## src/rtl/mem_access_pkg.sv

```systemverilog
// Shared constants and types for the memory-access stage: bus widths,
// load/store size encodings and the read-latency FSM states.
package mem_access_pkg;

  localparam int EXE_MEM_W = 157;
  localparam int MEM_WB_W  = 154;

  localparam logic [1:0] SIZE_BYTE = 2'b00;
  localparam logic [1:0] SIZE_HALF = 2'b01;
  localparam logic [1:0] SIZE_WORD = 2'b10;

  typedef enum logic [1:0] {
    IDLE = 2'b00,
    WAIT = 2'b01,
    HOLD = 2'b10
  } state_e;

endpackage

```

## src/rtl/mem_align.sv

```systemverilog
// Combinational alignment for the memory stage: store byte lanes and data,
// load extraction with sign/zero extension, and address-error detection.
module mem_align
  import mem_access_pkg::*;
(
  input  logic        load_i,
  input  logic        store_i,
  input  logic [1:0]  size_i,
  input  logic        unsigned_i,
  input  logic [1:0]  addr_lo_i,
  input  logic [31:0] store_data_i,
  input  logic [31:0] rdata_i,
  output logic [3:0]  wen_mask_o,
  output logic [31:0] wdata_o,
  output logic [31:0] load_val_o,
  output logic        adel_o,
  output logic        ades_o
);

  logic misalign;
  logic [7:0]  byte_sel;
  logic [15:0] half_sel;

  assign misalign = ((size_i == SIZE_HALF) && addr_lo_i[0]) ||
                    ((size_i == SIZE_WORD) && (addr_lo_i != 2'b00));
  assign adel_o = load_i & misalign;
  assign ades_o = store_i & misalign;

  always_comb begin
    wen_mask_o = 4'b0000;
    wdata_o    = store_data_i;
    unique case (size_i)
      SIZE_BYTE: begin
        wen_mask_o = 4'b0001 << addr_lo_i;
        wdata_o    = {4{store_data_i[7:0]}};
      end
      SIZE_HALF: begin
        wen_mask_o = 4'b0011 << {addr_lo_i[1], 1'b0};
        wdata_o    = {2{store_data_i[15:0]}};
      end
      default: begin
        wen_mask_o = 4'hF;
        wdata_o    = store_data_i;
      end
    endcase
  end

  always_comb begin
    byte_sel = rdata_i[8*addr_lo_i +: 8];
    half_sel = addr_lo_i[1] ? rdata_i[31:16] : rdata_i[15:0];
    unique case (size_i)
      SIZE_BYTE: load_val_o = {{24{~unsigned_i & byte_sel[7]}}, byte_sel};
      SIZE_HALF: load_val_o = {{16{~unsigned_i & half_sel[15]}}, half_sel};
      default:   load_val_o = rdata_i;
    endcase
  end

endmodule

```

## src/rtl/mem_access.sv

```systemverilog
// Memory-access pipeline stage: drives the data RAM, covers its one-cycle
// read latency and holds the result while write-back stalls.
//
//   state | meaning
//   IDLE  | accepting; non-loads and faulting loads finish combinationally
//   WAIT  | aligned load issued, read data arriving on dm_rdata this cycle
//   HOLD  | result held (load data in load_data_q) until write-back accepts
module mem_access
  import mem_access_pkg::*;
(
  input  logic                 clk,
  input  logic                 resetn,
  input  logic                 MEM_valid,
  input  logic [EXE_MEM_W-1:0] EXE_MEM_bus_r,
  input  logic                 WB_allow_in,
  input  logic                 cancel,
  input  logic [31:0]          dm_rdata,
  output logic [31:0]          dm_addr,
  output logic [3:0]           dm_wen,
  output logic [31:0]          dm_wdata,
  output logic                 MEM_over,
  output logic [MEM_WB_W-1:0]  MEM_WB_bus,
  output logic [4:0]           MEM_wdest,
  output logic [31:0]          MEM_pc
);

  logic        ld, st, is_unsigned;
  logic [1:0]  size;
  logic [31:0] store_data, exe_result, lo_result, pc;
  logic        hi_write, lo_write, mfhi, mflo, mtc0, mfc0;
  logic [7:0]  cp0r_addr;
  logic        syscall, eret, brk, ov, wen_in;
  logic [4:0]  wdest;

  assign {ld, st, size, is_unsigned, store_data, exe_result, lo_result,
          hi_write, lo_write, mfhi, mflo, mtc0, mfc0, cp0r_addr,
          syscall, eret, brk, ov, wen_in, wdest, pc} = EXE_MEM_bus_r;

  state_e      state_q, state_d;
  logic [31:0] load_data_q, load_data_d;
  logic [31:0] rdata_sel, load_val, wdata, mem_result;
  logic [3:0]  wen_mask;
  logic        adel, ades, exc_in, read_issue, store_issue, store_en;

  mem_align u_align (
    .load_i       (ld),
    .store_i      (st),
    .size_i       (size),
    .unsigned_i   (is_unsigned),
    .addr_lo_i    (exe_result[1:0]),
    .store_data_i (store_data),
    .rdata_i      (rdata_sel),
    .wen_mask_o   (wen_mask),
    .wdata_o      (wdata),
    .load_val_o   (load_val),
    .adel_o       (adel),
    .ades_o       (ades)
  );

  assign exc_in      = syscall | brk | ov;
  assign read_issue  = ld & ~adel & ~exc_in & ~cancel;
  assign store_issue = st & ~ades & ~exc_in & ~cancel;

  always_comb begin
    state_d     = state_q;
    load_data_d = load_data_q;
    rdata_sel   = load_data_q;
    MEM_over    = 1'b0;
    store_en    = 1'b0;
    unique case (state_q)
      IDLE: begin
        if (MEM_valid) begin
          if (read_issue) state_d  = WAIT;
          else            MEM_over = 1'b1;
          if (store_issue) begin
            store_en = 1'b1;
            if (!WB_allow_in) state_d = HOLD;
          end
        end
      end
      WAIT: begin
        MEM_over    = MEM_valid;
        rdata_sel   = dm_rdata;
        load_data_d = dm_rdata;
        state_d     = WB_allow_in ? IDLE : HOLD;
      end
      HOLD: begin
        MEM_over = MEM_valid;
        if (WB_allow_in) state_d = IDLE;
      end
      default: state_d = IDLE;
    endcase
    // A flush abandons whatever is in flight, including a store not yet written.
    if (cancel) begin
      state_d  = IDLE;
      store_en = 1'b0;
    end
  end

  always_ff @(posedge clk or negedge resetn) begin
    if (!resetn) begin
      state_q     <= IDLE;
      load_data_q <= 32'h0;
    end else begin
      state_q     <= state_d;
      load_data_q <= load_data_d;
    end
  end

  assign dm_addr    = {exe_result[31:2], 2'b00};
  assign dm_wen     = (store_en && MEM_valid) ? wen_mask : 4'b0000;
  assign dm_wdata   = wdata;
  assign mem_result = (ld & ~adel) ? load_val : exe_result;
  assign MEM_wdest  = wdest & {5{MEM_valid}};
  assign MEM_pc     = pc;

  assign MEM_WB_bus = {wen_in & ~adel & ~ades, wdest, mem_result, lo_result,
                       hi_write, lo_write, mfhi, mflo, mtc0, mfc0, cp0r_addr,
                       syscall, eret, pc, exe_result, brk, ov, adel, ades};

endmodule

```

## config.mk

```make
export PLATFORM = sky130hd
export DESIGN_NAME = mem_access
export DESIGN_NICKNAME = d
export VERILOG_FILES = /design/src/rtl/mem_access_pkg.sv /design/src/rtl/mem_align.sv /design/src/rtl/mem_access.sv
export SDC_FILE = /design/constraint.sdc
export NUM_CORES = 1
export LEC_CHECK = 0
export ABC_CLOCK_PERIOD_IN_PS = 2400
export BUFFER_PORTS_ARGS = -buffer_cell sky130_fd_sc_hd__buf_2
export CORE_AREA = 2 2 178 180
export DETAILED_ROUTE_END_ITERATION = 6
export DIE_AREA = 0 0 180 182
export PLACE_DENSITY_LB_ADDON = 0.15
export SLEW_MARGIN = 20
export SYNTH_ARGS = -nofsm -noshare
export SYNTH_HDL_FRONTEND = slang
export SYNTH_SLANG_ARGS = --single-unit
```

## constraint.sdc

```tcl
create_clock -name clk -period 2.4 [get_ports clk]
set_input_delay 0.12 -clock clk [delete_from_list [all_inputs] [get_ports clk]]
set_output_delay 0.12 -clock clk [all_outputs]
set_load 0.03 [all_outputs]
```

==> impl_metrics.env <==
export IMPL_status="finished with violations"
export IMPL_violations="negative setup slack"
export IMPL_grt_pass1_vias=3961
export IMPL_h_tree_depth=2
export IMPL_antenna_found_initial=1
export IMPL_dp_cells=986
export IMPL_synth_edf_count=0
export IMPL_n_antenna_cell=0
export IMPL_period_needed_ns=2.52
export IMPL_cp_max_fo=5
export IMPL_synthTopCellsByArea="buf_4 34%, dfrtp_1 20%, mux2_2 12%"
export IMPL_finish_instance_area_um2=5500
export IMPL_dieWidth_um=180
export IMPL_initialDrtViolationCount=167
export IMPL_wire_per_inst_um=20.3
export IMPL_finClkSkew_ns=0.00241
export IMPL_vdd_ir_drop_max_uv=254
export IMPL_fill_cells=3489
export IMPL_setup_violations=25
export IMPL_grt_usage_pct=12.1
export IMPL_critPathArrivalTime_ns=2.40
export IMPL_cp_required_ns=2.28
export IMPL_clk_pin_slew_ns=0.06
export IMPL_async_flop_share_pct=100
export IMPL_finalHoldViolations=0
export IMPL_grt_pass1_wl_mm=29.0
export IMPL_place_gp_congestion=0.696
export IMPL_crit_type="reg2out"
export IMPL_syn_area_um2=4280
export IMPL_yosysTopAreaCellShare_pct=34.1
export IMPL_cts_root_buf="clkbuf_16"
export IMPL_setup_worst_path_start_class="flop"
export IMPL_clock_path_buffers=2
export IMPL_cap_violations=0
export IMPL_yosys_warnings=0
export IMPL_layout_commonest_cell="buf_2"
export IMPL_yosys_area_top_type="buf_4"
export IMPL_fin_crit_sh_pct=105
export IMPL_synth_seq_area_share_pct=19.9
export IMPL_min_path_cells=2
export IMPL_ys_ff_latch=34
export IMPL_die_y_um=182
export IMPL_ys_types=49
export IMPL_critPathMaxStageDelay_ns=0.41
export IMPL_dp_hpwl_mm=17.2
export IMPL_crit_path_end_kind="output pin"
export IMPL_start_util_pct=13.8
export IMPL_nets=803
export IMPL_synth_flop_cell="dfrtp_1"
export IMPL_cts_sinks=34
export IMPL_fmax_mhz=397
export IMPL_overflow=0
export IMPL_synth_cells=508
export IMPL_drt_pass1_iter_count=4
export IMPL_rows=65
export IMPL_drt_wl_total_mm=20.5
export IMPL_portBuffers=261
export IMPL_area_growth_pct=28.6
export IMPL_worst_slew_pin_slew_ns=0.839
export IMPL_vias=3681
export IMPL_cts_made_buffers=5
export IMPL_min_delay_path_class="in2reg"
export IMPL_core_area_um2=31000
export IMPL_drive_above_1_share_pct=64.1
export IMPL_post_route_drc_count=0
export IMPL_cp_slowest_cell="dfrtp_1"
export IMPL_fin_util_pct=17.7
export IMPL_hold_slack_ns=0.0301
export IMPL_layout_common_cells="230 x buf_2, 42 x buf_4, 41 x mux2_2"
export IMPL_max_slew_margin_pct=44.1
export IMPL_ant_nets=0
export IMPL_cpMostUsedCell="buf_4"
export IMPL_grt_max_degree=50
export IMPL_setup_slack_ns=-0.117
export IMPL_ff_latch_area_um2=851
export IMPL_multi_input_area_um2=1970
export IMPL_syn_avg_cell_area_um2=8.42
export IMPL_clk_latency_ns=0.28
export IMPL_dpl_cell_area_um2=4820
export IMPL_cts_tree="done"
export IMPL_viasPerCell=3.66
export IMPL_rsz0062_at_grt="true"
export IMPL_io_pins=454
export IMPL_final_max_slew_viol_count=0
export IMPL_dieArea_um2=32800
export IMPL_p_leak_nw=2.61
export IMPL_worstPathCellList="ha_4, buf_6, mux2i_4, o32a_1, buf_4, a2111oi_4, nor3_2, a311oi_2, buf_4"
export IMPL_powerDensity_nw_per_um2=590
export IMPL_instances_no_fill=1007
export IMPL_ff2ff_path_depth=8
final cells by class:
cell class	count	area share (%)
clock buffers	6	2.53
multi-input cells	241	35.8
flip-flops and latches	34	15.5
well taps	402	9.15
repair buffers	305	35.3
inverters	18	1.23
clock inverters	1	0.546
kinds of logic (layout without fill, tap and decap cells):
kind of cell    count (synthesis)  after routing  share of synthesized area [%]
fa+ha+maj                       4              4                           1.17
other cells                     1              2                         0.0877
buf+inv                       234            330                           38.2
mux                            63             63                           17.5
compound gates                 86             86                           14.0
simple gates                   86             86                           9.16
flops                          34             34                           19.9
synthesized netlist by cell type, types with 2 or more instances:
library cell / count
a21o_1: 2
buf_6: 2
o21ba_2: 2
nor3b_1: 4
dfrtp_1: 34
nor3_1: 3
nor2b_1: 5
a222oi_1: 5
o221ai_1: 2
a31oi_1: 2
buf_4: 194
clkbuf_1: 10
ha_1: 4
o22a_1: 8
mux2_2: 45
buf_2: 8
mux4_2: 5
nand2b_1: 2
nor2_1: 28
buf_1: 2
nand2_1: 32
inv_1: 18
o21ai_0: 23
and2_1: 6
a21oi_1: 21
mux2i_1: 13
o211ai_1: 6
where the power goes:
group	leakage, nW	total, mW	internal, mW	switching (mW)
Combinational	2.11	1.70	0.683	1.02
Clock	0.0829	0.768	0.513	0.255
Sequential	0.420	0.775	0.726	0.0497
Total	2.61	3.24	1.92	1.32
final timing paths:
path	startpoint	end	slack [ns]
hold reg to reg	load_data_q[6]$_DFF_PN0_	load_data_q[6]$_DFF_PN0_	0.50
setup / recovery	state_q[0]$_DFFE_PN0P_	MEM_WB_bus[131]	-0.12
setup reg to reg	state_q[1]$_DFFE_PN0P_	state_q[0]$_DFFE_PN0P_	0.62
hold / removal	cancel	state_q[1]$_DFFE_PN0P_	0.03
max in group asynchronous	resetn	load_data_q[15]$_DFF_PN0_	1.39
min in group asynchronous	resetn	load_data_q[4]$_DFF_PN0_	0.49
per-layer routing:
layer / track usage [%] / vias to the layer above / share of wire, %
met5: 0 / - / 0.078
met4: 3.06 / 2 / 1.4
met3: 2.83 / 32 / 6.5
met2: 22.4 / 216 / 53
met1: 13.8 / 1705 / 39
li1: - / 1726 / -
critical path: cells and delay by family, from the launching register on:
family / cells / cell delay [ns]
buffers and inverters: 3 / 0.48
flip-flops: 1 / 0.41
multiplexers: 1 / 0.19
AND/OR/NAND/NOR: 1 / 0.07
adder cells (fa/ha/maj): 1 / 0.19
AO/OA/AOI/OAI: 3 / 0.77
metrics by stage:
stage	worst slack, ns	setup TNS (ns)	power (mW)
floorplan	-0.00704	-0.0705	2.15
global placement	-0.0363	-0.136	2.36
detailed placement	-0.0465	-0.314	2.35
CTS	-0.168	-3.52	3.29
global route	-0.214	-4.77	3.45
finish	-0.117	-1.85	3.24
state kept, by name, indices dropped and copies added (netlist names):
| signal | count |
|---|---|
| load_data_q | 32 |
| state_q | 2 |
repair_timing:
| item | CTS | global route |
|---|---|---|
| hold buffers | 1 | 0 |
| endpoints found under the setup margin | 32 | 31 |
| endpoints found under the hold margin | 34 | 0 |
| cloned | 3 | 1 |
| buffers inserted | 7 | 3 |
| gates resized for setup | 78 | 23 |
| pin swaps | 7 | 9 |
Note: power is estimated with default switching activity, not from simulation.
